**config.mk**
```make
export PLATFORM = sky130hd
export DESIGN_NAME = serial_adder_flat
export DESIGN_NICKNAME = d
export VERILOG_FILES = /design/src/rtl/serial_adder_if.sv /design/src/rtl/serial_adder.sv /design/src/flat_wrapper.sv
export SDC_FILE = /design/constraint.sdc
export NUM_CORES = 1
export LEC_CHECK = 0
export CORE_UTILIZATION = 47
export DETAILED_ROUTE_END_ITERATION = 10
export GPL_TIMING_DRIVEN = 0
export MAX_ROUTING_LAYER = met4
export PLACE_DENSITY = 0.71
export SLEW_MARGIN = 15
export SYNTH_ARGS = -nofsm -noshare
export SYNTH_HDL_FRONTEND = slang
export SYNTH_SLANG_ARGS = --single-unit
export TNS_END_PERCENT = 50
```
**constraint.sdc**
```tcl
create_clock -name Clk -period 3.8 [get_ports Clk]
set_clock_uncertainty 0.05 [all_clocks]
set_input_delay 0.76 -clock Clk [delete_from_list [all_inputs] [get_ports Clk]]
set_output_delay 0.76 -clock Clk [all_outputs]
set_load 0.05 [all_outputs]
```
**src/rtl/serial_adder_if.sv**
```systemverilog
// Handshake and result bundle for the bit-serial adder.
// The master drives the operands; the slave returns the status and result.
interface serial_adder_if #(
  parameter int WIDTH = 8
);
  logic             Start;
  logic [WIDTH-1:0] Xin;
  logic [WIDTH-1:0] Yin;
  logic             Busy;
  logic             Done;
  logic [WIDTH-1:0] Sum;
  logic             CarryOut;

  modport master (
    output Start, Xin, Yin,
    input  Busy, Done, Sum, CarryOut
  );

  modport slave (
    input  Start, Xin, Yin,
    output Busy, Done, Sum, CarryOut
  );
endinterface

```
**src/rtl/serial_adder.sv**
```systemverilog
// Bit-serial adder: one operand bit pair per cycle, LSB first.
// Result and carry are registered on entry to DONE and held until the next result.
module serial_adder #(
  parameter int WIDTH = 8
) (
  input logic           Clk,
  input logic           Reset,
  serial_adder_if.slave bus
);

  localparam int CW = $clog2(WIDTH) + 1;
  localparam logic [CW-1:0] LAST = CW'(WIDTH - 1);

  typedef enum logic [1:0] {
    IDLE,
    ADD,
    DONE
  } state_t;

  state_t state;
  state_t state_next;

  logic [WIDTH-1:0] x_sr;
  logic [WIDTH-1:0] y_sr;
  logic [WIDTH-2:0] psum;
  logic [WIDTH-1:0] sum_q;
  logic             carry;
  logic             cout_q;
  logic [CW-1:0]    cnt;

  logic             s1;
  logic             c1;
  logic             sbit;
  logic             c2;
  logic             carry_next;
  logic             last;
  logic [WIDTH-1:0] psum_next;

  // Two cascaded half adders on the operand LSBs and the carry flop.
  always_comb begin
    s1         = x_sr[0] ^ y_sr[0];
    c1         = x_sr[0] & y_sr[0];
    sbit       = s1 ^ carry;
    c2         = s1 & carry;
    carry_next = c1 | c2;
    last       = (cnt == LAST);
    psum_next  = {sbit, psum};
  end

  // State register.
  always_ff @(posedge Clk) begin
    if (Reset) state <= IDLE;
    else       state <= state_next;
  end

  // Next-state and status decode from the registered state.
  always_comb begin
    state_next = state;
    bus.Busy   = 1'b0;
    bus.Done   = 1'b0;
    case (state)
      IDLE: begin
        if (bus.Start) state_next = ADD;
      end
      ADD: begin
        bus.Busy = 1'b1;
        if (last) state_next = DONE;
      end
      DONE: begin
        bus.Done   = 1'b1;
        state_next = IDLE;
      end
      default: state_next = IDLE;
    endcase
  end

  // Operand shifters, carry, counter and result registers.
  always_ff @(posedge Clk) begin
    if (Reset) begin
      x_sr   <= '0;
      y_sr   <= '0;
      psum   <= '0;
      sum_q  <= '0;
      carry  <= 1'b0;
      cout_q <= 1'b0;
      cnt    <= '0;
    end else begin
      case (state)
        IDLE: begin
          if (bus.Start) begin
            x_sr  <= bus.Xin;
            y_sr  <= bus.Yin;
            carry <= 1'b0;
            cnt   <= '0;
          end
        end
        ADD: begin
          x_sr  <= x_sr >> 1;
          y_sr  <= y_sr >> 1;
          psum  <= psum_next[WIDTH-1:1];
          carry <= carry_next;
          cnt   <= cnt + CW'(1);
          if (last) begin
            sum_q  <= psum_next;
            cout_q <= carry_next;
          end
        end
        default: ;
      endcase
    end
  end

  assign bus.Sum      = sum_q;
  assign bus.CarryOut = cout_q;

endmodule

```
**src/flat_wrapper.sv**
```systemverilog
// flat-port wrapper written by rule: the top's interface ports become plain ports
module serial_adder_flat 
#(
  parameter int WIDTH = 8
)
  (Clk, Reset, bus_Start, bus_Xin, bus_Yin, bus_Busy, bus_Done, bus_Sum, bus_CarryOut);
  serial_adder_if #(.WIDTH(WIDTH)) bus_i ();
  input logic Clk;
  input logic Reset;
  input wire logic [$bits(bus_i.Start)-1:0] bus_Start;
  input wire logic [$bits(bus_i.Xin)-1:0] bus_Xin;
  input wire logic [$bits(bus_i.Yin)-1:0] bus_Yin;
  output wire logic [$bits(bus_i.Busy)-1:0] bus_Busy;
  output wire logic [$bits(bus_i.Done)-1:0] bus_Done;
  output wire logic [$bits(bus_i.Sum)-1:0] bus_Sum;
  output wire logic [$bits(bus_i.CarryOut)-1:0] bus_CarryOut;
  assign bus_i.Start = bus_Start;
  assign bus_i.Xin = bus_Xin;
  assign bus_i.Yin = bus_Yin;
  assign bus_Busy = bus_i.Busy;
  assign bus_Done = bus_i.Done;
  assign bus_Sum = bus_i.Sum;
  assign bus_CarryOut = bus_i.CarryOut;
  serial_adder #(.WIDTH(WIDTH)) u_core (.Clk(Clk), .Reset(Reset), .bus(bus_i));
endmodule
```
==> results.tsv, run 1 <==
stage	metric	value	unit
sta	Max Slew Vio Count	0	
cells_and_area	commonest cells after routing, fill and taps aside	dfxtp_1 (39), a21oi_1 (31), clkdlybuf4s50_1 (28), nor2_1 (19), nand2_1 (19)	
placed_design	RD Place Congestion	0.765	
setup_path	R2R depth	5	
pwr	Pint	0.612	mW
sta	final setup fails	0	
cells_and_area	Final Core Density	62.8	%
routing	Pre-Repair DR Iteration Count	4	
logic_synthesis	Yosys cell types	31	
sta	Worst Hold Margin	0.419	ns
run_status	status	complete, no violations	
floorplanning	Die H	63.2	µm
logic_synthesis	Yosys warning count	0	
worst_hold_path	Hold Crit Depth	2	
pwr	Sequential Power Share	53.5	%
setup_path	reg2reg start	u_core.state[0]	
clocking	Root Driver	clkbuf_8	
logic_synthesis	Seq/Total Area, Yosys	44.4	%
cells_and_area	n_diodes	0	
logic_synthesis	Post-Syn Nets	228	
clocking	CTS resizes	0	
clocking	Clk Latency, worst-skew pair	0.29	ns
placed_design	Port-buffer cells	28	
global_route	Tot GR Track Use	21.9	%
pwr	sw power	0.204	mW
clocking	total clock sinks	39	
global_route	largest net degree at the start of global routing	12	
setup_path	crit path DAT	2.15	ns
run	Max Cap Violations	0	
clocking	clk buf depth	2	
logic_synthesis	Cell Area, Synth	0.00176	mm²
pwr	Clk pwr share	32.6	%
routing	antenna-violating nets left	0	
cells_and_area	most common cell after layout, fill and taps aside	dfxtp_1	
clocking	Clk pin slew, worst setup/hold paths	0.07	ns
floorplanning	Core ar.	0.00347	mm²
floorplanning	Die Width	63.2	µm
cells_and_area	fill cell count	316	
sta	Tcrit/Tclk final	78.0	%
global_route	initial antenna violation count	0	
setup_path	r2r setup slk	2.32	ns
setup_path	reg2reg end	u_core.y_sr[0]	
logic_synthesis	number of synthesized flops with an enable pin	0	
pwr	Cell Pwr Density	374	mW/mm²
clocking	H-tree levels	2	
worst_hold_path	critical hold path startpoint	u_core.psum[0]	
pwr	Worst VDD drop	0.000294	V
clocking	postcts setup bufs	0	
setup_path	kind of critical path	flip-flop to output pin	
logic_synthesis	syn_area_per_cell	8.50	µm²
sta	final hold vios	0	
sta	Worst slew margin	66.4	%
worst_hold_path	hold endpoint	u_core.psum[0]	
pwr	Sw Share	25.0	%
setup_path	worst path required time	2.99	ns
cells_and_area	layout cell share with drive strength beyond 1	10.3	%
routing	drt wl/cell	13.3	µm
logic_synthesis	Async S/R FF share, synth	0	%
floorplanning	I/O pin count	30	
setup_path	Setup crit end kind	output pin	
global_route	GR Overflow Total	0	
logic_synthesis	Top FF cell, synth	dfxtp_1	
sta	Least-Margin Pin Slew	0.503	ns
clocking	hold bufs inserted after CTS	0	
setup_path	crit-path max FO	10	
clocking	CTS Buf Count	5	
logic_synthesis	synthesized instance count	207	
routing	Vias per Instance	5.37	
global_route	first-pass GRT wire length	6780	µm
cells_and_area	Layout area overhead	23.8	%
setup_path	Worst Setup Start Kind	flip-flop	
floorplanning	# rows	21	
routing	DRT iter0 DRCs	51	
placed_design	dpl hpwl	2720	µm
worst_hold_path	worst min path class	flip-flop to flip-flop	
routing	Routed WL	3840	µm
sta	RSZ-0062 raised after global routing	no	
cells_and_area	register area	781	µm²
logic_synthesis	flop and latch count out of synthesis	39	
floorplanning	Starting Density	50.7	%
sta	minimum clock period	2.96	ns
pwr	Gate power share	13.9	%
global_route	vias in the first global route	1515	
clocking	CTS tree	done	
pwr	Leakage Power	0.786	nW
sta	FMAX	337	MHz
sta	TNS Setup	0	ns
floorplanning	die area	0.00399	mm²
routing	via count	1552	
cells_and_area	fin nets	263	
routing	DRC Markers	0	
cells_and_area	area of the multi-input gates	867	µm²
==> Yosys cell counts, types with 2 or more instances <==
library cell,instances,share of area (%)
dfxtp_1,39,44
a21oi_1,31,8.8
nand2_1,19,4.1
nor2_1,19,4.1
nor3_1,14,4.0
nand2b_1,12,4.3
nand3_1,11,3.1
o31ai_1,9,3.8
or3b_1,9,4.5
clkbuf_1,6,1.3
buf_2,5,1.4
or3b_2,5,2.5
a22oi_1,4,1.7
buf_4,3,1.3
buf_6,3,1.9
a211oi_1,2,0.85
or2b_1,2,0.85
==> stage by stage <==
stage          instance area [µm²]  instances  total power, mW  setup slack [ns]
6_report                      2180        289            0.816             0.835
2_1_floorplan                 1760        207            0.519              1.49
3_5_place_dp                  2100        281            0.559              1.13
3_3_place_gp                  2100        281            0.558              1.14
5_1_grt                       2180        289            0.854             0.695
4_1_cts                       2180        289            0.820             0.820
==> worst max-delay path by stage <==
stage / slack [ns] / endpoint / cells after the start / from
global route: 0.69 / bus_Done / 4 / u_core.state[1]
CTS: 0.82 / bus_Done / 4 / u_core.state[1]
finish: 0.84 / bus_Done / 4 / u_core.state[1]
detailed placement: 1.13 / bus_Done / 4 / u_core.state[1]
floorplan: 1.49 / bus_Done / 3 / u_core.state[1]
global placement: 1.14 / bus_Done / 4 / u_core.state[1]
==> sequential cells by signal, summed over array words and instances (netlist names) <==
signal,cells
u_core.psum,7
u_core.bus.Sum,8
u_core.bus.CarryOut,1
u_core.cnt,4
u_core.y_sr,8
u_core.state,2
u_core.x_sr,8
u_core.carry,1
==> power groups by stage <==
| stage | clock (mW) | combinational (mW) | sequential [mW] |
|---|---|---|---|
| after floorplan | 0 | 0.0761 | 0.443 |
| after CTS | 0.270 | 0.114 | 0.436 |
| after global routing | 0.290 | 0.126 | 0.438 |
| after detailed placement | 0 | 0.113 | 0.446 |
| after global placement | 0 | 0.113 | 0.445 |
| final | 0.266 | 0.113 | 0.436 |
==> per-layer routing <==
layer	wire, µm	track usage (%)
met5	0	-
met4	27	5.11
met3	179	5.98
met2	1750	33.6
met1	1880	28.5
==> area by class of cell <==
type	count	share of cell area, %
Buffer	18	4.94
Sequential cell	39	35.8
Inverter	1	0.172
Tap cell	46	2.64
Timing Repair Buffer	28	12.9
Clock buffer	7	3.50
Multi-Input combinational cell	149	39.8
Clock inverter	1	0.230
==> critical path: stages (launching register included) <==
cell and delay [ns]:
dfxtp_1 0.33, buf_2 0.21, buf_1 0.35, nor2b_1 0.18, clkdlybuf4s50_1 0.80
==> logic make-up (layout without fill, tap and decap cells) <==
group | Yosys count | in the layout | share of synthesized area (%)
simple gates | 97 | 97 | 30.1
compound gates | 50 | 50 | 17.4
flops | 39 | 39 | 44.4
buf+inv | 19 | 55 | 6.33
fa+ha+maj | 2 | 2 | 1.85
(Power assumes the default switching activity.)
==> run 2: changes to the inputs <==
--- a/config.mk
+++ b/config.mk
@@ -9,7 +9,7 @@
 export DETAILED_ROUTE_END_ITERATION = 10
 export GPL_TIMING_DRIVEN = 0
 export MAX_ROUTING_LAYER = met4
-export PLACE_DENSITY = 0.71
+export PLACE_DENSITY = 0.74
 export SLEW_MARGIN = 15
 export SYNTH_ARGS = -nofsm -noshare
 export SYNTH_HDL_FRONTEND = slang
==> constraint.sdc (replaced) <==
create_clock -name Clk -period 2.4 [get_ports Clk]
set_clock_uncertainty 0.05 [all_clocks]
set_input_delay 0.48 -clock Clk [delete_from_list [all_inputs] [get_ports Clk]]
set_output_delay 0.48 -clock Clk [all_outputs]
set_load 0.05 [all_outputs]
==> results.tsv, run 2 (synthesis gave the netlist of run 1 again) <==
stage	metric	value	unit
routing	via count	1580	
setup_path	r2r setup slk	0.91	ns
cells_and_area	Layout area overhead	25.0	%
clocking	CTS Buf Count	5	
sta	RSZ-0062 raised after global routing	no	
sta	final setup fails	0	
floorplanning	I/O pin count	30	
cells_and_area	Final Core Density	63.4	%
clocking	Root Driver	clkbuf_8	
setup_path	Worst Setup Start Kind	flip-flop	
setup_path	crit-path max FO	10	
clocking	total clock sinks	39	
placed_design	Port-buffer cells	28	
pwr	Pint	1.03	mW
cells_and_area	fin nets	263	
run	Max Cap Violations	0	
setup_path	crit path DAT	1.75	ns
worst_hold_path	hold endpoint	u_core.psum[0]	
clocking	H-tree levels	2	
clocking	Clk pin slew, worst setup/hold paths	0.07	ns
sta	Worst slew margin	65.4	%
placed_design	RD Place Congestion	0.803	
run_status	status	complete, no violations	
routing	DRT iter0 DRCs	98	
cells_and_area	commonest cells after routing, fill and taps aside	dfxtp_1 (39), a21oi_1 (31), clkdlybuf4s50_1 (26), nor2_1 (19), nand2_1 (19)	
routing	antenna-violating nets left	0	
pwr	Sequential Power Share	51.3	%
clocking	Clk Latency, worst-skew pair	0.29	ns
sta	TNS Setup	0	ns
floorplanning	Die H	63.2	µm
setup_path	kind of critical path	flip-flop to output pin	
pwr	Cell Pwr Density	613	mW/mm²
global_route	GR Overflow Total	0	
clocking	CTS tree	done	
sta	FMAX	439	MHz
cells_and_area	fill cell count	331	
cells_and_area	layout cell share with drive strength beyond 1	11.1	%
sta	final hold vios	0	
setup_path	worst path required time	1.87	ns
floorplanning	# rows	21	
routing	drt wl/cell	13.7	µm
floorplanning	Core ar.	0.00347	mm²
global_route	first-pass GRT wire length	6870	µm
setup_path	reg2reg start	u_core.state[0]	
sta	Tcrit/Tclk final	95.0	%
pwr	Clk pwr share	35.5	%
global_route	vias in the first global route	1521	
cells_and_area	most common cell after layout, fill and taps aside	dfxtp_1	
routing	DRC Markers	0	
clocking	hold bufs inserted after CTS	0	
cells_and_area	n_diodes	0	
sta	Max Slew Vio Count	0	
pwr	Sw Share	23.8	%
worst_hold_path	worst min path class	flip-flop to flip-flop	
floorplanning	Die Width	63.2	µm
sta	Least-Margin Pin Slew	0.520	ns
pwr	Gate power share	13.3	%
routing	Routed WL	3950	µm
floorplanning	Starting Density	50.7	%
worst_hold_path	critical hold path startpoint	u_core.psum[0]	
floorplanning	die area	0.00399	mm²
routing	Vias per Instance	5.47	
sta	minimum clock period	2.28	ns
placed_design	dpl hpwl	2650	µm
setup_path	R2R depth	5	
pwr	Leakage Power	0.796	nW
clocking	clk buf depth	2	
global_route	Tot GR Track Use	22.4	%
global_route	initial antenna violation count	0	
pwr	sw power	0.321	mW
worst_hold_path	Hold Crit Depth	2	
setup_path	reg2reg end	u_core.y_sr[1]	
setup_path	Setup crit end kind	output pin	
routing	Pre-Repair DR Iteration Count	4	
global_route	largest net degree at the start of global routing	12	
pwr	Worst VDD drop	0.000555	V
## run 2: changes by cell type in the layout (fill, tap and decap cells not counted), sizes merged
cell	before	now
clkdlybuf4s50	28	26
clkdlybuf4s15	0	2
clkinv	1	0
clkbuf	13	14
## run 2: area by class of cell
| class | count | area, µm² | share of cell area [%] |
|---|---|---|---|
| multi-input combinational | 149 | 867 | 39.4 |
| sequential | 39 | 781 | 35.5 |
| timing repair buffer | 28 | 282 | 12.8 |
| buffer | 18 | 108 | 4.89 |
| clock buffer | 8 | 100 | 4.55 |
| tap | 46 | 57.6 | 2.62 |
| inverter | 1 | 3.75 | 0.171 |
## run 2: how the worst max path moves through the flow
stage / startpoint / endpoint / slack (ns)
finish: u_core.state[0] / bus_Busy / 0.12
global route: u_core.state[0] / bus_Busy / 0.02
CTS: u_core.state[0] / bus_Busy / 0.09
detailed placement: u_core.state[1] / bus_Done / 0.02
global placement: u_core.state[1] / bus_Done / 0.008
floorplan: u_core.state[1] / bus_Done / 0.37
## run 2: power groups by stage
stage               sequential, mW  combinational [mW]  clock (mW)
floorplan                    0.701               0.120           0
global placement             0.704               0.176           0
detailed placement           0.705               0.179           0
CTS                          0.690               0.180       0.485
global route                 0.694               0.199       0.516
finish                       0.691               0.179       0.477
## run 2: worst max-delay path: stages, from the launching register on
cell and delay (ns):
dfxtp_1 0.33, buf_6 0.14, nand2b_4 0.05, buf_6 0.14, inv_1 0.06, buf_2 0.21
clkdlybuf4s15_1 0.53
## run 2: per-layer routing
layer	share of wire (%)	global-route usage, %	wire, µm
met1	49	28.3	1940
met2	45	34.9	1790
met3	4.0	4.89	158
met4	1.4	8.24	57
met5	0	-	0
## run 2: metrics by stage
step / hold slack (ns) / power [mW] / cells / area (µm²) / setup WS (ns)
6_report: 0.414 / 1.35 / 289 / 2200 / 0.120
5_1_grt: 0.440 / 1.41 / 289 / 2200 / 0.0201
4_1_cts: 0.411 / 1.36 / 289 / 2200 / 0.0937
3_5_place_dp: 0.402 / 0.884 / 281 / 2100 / 0.0210
3_3_place_gp: 0.393 / 0.880 / 281 / 2100 / 0.00782
2_1_floorplan: 0.387 / 0.822 / 207 / 1760 / 0.367
## run 2: timing repair
action | 4_1_cts | 5_1_grt
setup buffers | 0 | 0
resized for setup | 4 | 1
hold endpoints to repair | 0 | 0
setup endpoints to repair | 2 | 1
==> RTL change (settings of run 2) <==
`WIDTH` is set to 8 in 3 places; all go to 16.
--- a/src/rtl/serial_adder_if.sv
+++ b/src/rtl/serial_adder_if.sv
@@ -2,5 +2,5 @@
 // The master drives the operands; the slave returns the status and result.
 interface serial_adder_if #(
-  parameter int WIDTH = 8
+  parameter int WIDTH = 16
 );
   logic             Start;
--- a/src/rtl/serial_adder.sv
+++ b/src/rtl/serial_adder.sv
@@ -2,5 +2,5 @@
 // Result and carry are registered on entry to DONE and held until the next result.
 module serial_adder #(
-  parameter int WIDTH = 8
+  parameter int WIDTH = 16
 ) (
   input logic           Clk,
--- a/src/flat_wrapper.sv
+++ b/src/flat_wrapper.sv
@@ -2,5 +2,5 @@
 module serial_adder_flat 
 #(
-  parameter int WIDTH = 8
+  parameter int WIDTH = 16
 )
   (Clk, Reset, bus_Start, bus_Xin, bus_Yin, bus_Busy, bus_Done, bus_Sum, bus_CarryOut);
Interface: changed (resized bus_Sum, bus_Xin and bus_Yin); port bits go from 30 to 54. The function was not compared with the original's and may differ.
==> RTL change against run 2 <==
Utilization is 1.7 points lower; sequential cell count is 33 higher; sequential share of layout area increased by 1.1 points; cell area is 79% higher; worst setup slack improved by 0.018 ns; sequential power rose by 84%; via count grew 75%; total power is 89% higher; wire length increased by 65%; synthesized area grew 77%; global-route usage shrank 1.2 points; synthesized cell count up 87%; first-iteration DRC count increased by 84%; critical path type unchanged; largest power group unchanged.
==> RTL change: results (changes against run 2) <==
The number of DRC markers in iteration 0 came to 180 (was 98). The count of non-CTS inverters in the layout is 3 (was 1). The number of global-route vias before repair came out at 2,607 (was 1,521).

The portion of the post-synthesis area used by sequential elements came out at 46.3% (was 44.4%). Run status: complete, no violations (unchanged). The sequential cell power came to 1.27 mW (was 0.691 mW). The H-tree depth is 3 (was 2). Top cells by instance count after synthesis: 72 x sky130_fd_sc_hd__dfxtp_1, 66 x sky130_fd_sc_hd__nand2_1, 62 x sky130_fd_sc_hd__a21oi_1, 38 x sky130_fd_sc_hd__nor2_1 (was 39 x sky130_fd_sc_hd__dfxtp_1, 31 x sky130_fd_sc_hd__a21oi_1, 19 x sky130_fd_sc_hd__nand2_1, 19 x sky130_fd_sc_hd__nor2_1, 14 x sky130_fd_sc_hd__nor3_1). The layout net count came to 489 (was 263). The critical path's slowest cell is sky130_fd_sc_hd__dfxtp_2 (was sky130_fd_sc_hd__clkdlybuf4s15_1). The data arrival at the endpoint of the critical path was 1.73 ns (was 1.75 ns). The wire length reported by the detailed router came out at 6510 um (was 3950 um). The largest stage delay on the critical path is 0.37 ns (was 0.53 ns).

The non-clock buffer instance count of the final layout was 83 (was 46). The number of combinational gates with multiple inputs was 282 (was 149). The number of cells in the design after placement is 517 (was 281). Biggest area contributors in the synthesized netlist: sky130_fd_sc_hd__dfxtp_1 46%, sky130_fd_sc_hd__a21oi_1 10%, sky130_fd_sc_hd__nand2_1 8.0%, sky130_fd_sc_hd__or3b_1 6.5%, sky130_fd_sc_hd__nand2b_1 6.2% (was sky130_fd_sc_hd__dfxtp_1 44%, sky130_fd_sc_hd__a21oi_1 8.8%, sky130_fd_sc_hd__or3b_1 4.5%, sky130_fd_sc_hd__nand2b_1 4.3%, sky130_fd_sc_hd__nand2_1 4.1%).

The clock latency of the later-clocked register in the worst-skew pair was 0.35 ns (was 0.29 ns). The count of buffers inserted at the top-level ports is 52 (was 28). The number of fill cells was 589 (was 331).

The via density per instance is 5.19 (was 5.47). The synthesized net count came out at 426 (was 228). The leakage power summed over all cells came to 1.45 nW (was 0.796 nW). The total area of multi-input combinational cells is 1510 um2 (was 867 um2). The adder-cell share of the synthesized area came out at 1.45% (was 1.85%). The weighted congestion reported at the end of routability-driven placement is 0.791 (was 0.803).

The largest voltage drop on the vdd net is 0.000531 V (was 0.000555 V). The net switching share of the total power is 25.6% (was 23.8%). The maximum number of pins on one net before global-route repair came to 15 (was 12).
RTL change: worst paths after layout:
check,startpoint,cells after the start,end,slack [ns]
min,u_core.bus.Sum[12],2,u_core.bus.Sum[12],0.40
min reg2reg,u_core.bus.Sum[12],2,u_core.bus.Sum[12],0.40
max,u_core.state[0],5,bus_Busy,0.14
max reg2reg,u_core.cnt[0],8,u_core.bus.Sum[6],0.58
RTL change: repair_timing:
| item | 4_1_cts | 5_1_grt |
|---|---|---|
| setup endpoints to repair | 2 | 2 |
| gates cloned | 0 | 0 |
| resized for setup | 8 | 1 |
| hold buffers | 0 | 0 |
RTL change: worst max-delay path, delay by kind of cell, from the launching register on:
kind,cells,cell delay (ns)
buf+inv,4,0.94
simple gates,1,0.08
flops,1,0.37
RTL change: per-layer routing:
layer,GRT usage (%),routed length (um)
met5,-,0
met4,5.80,84
met3,7.16,310
met2,33.7,3150
met1,25.6,2970
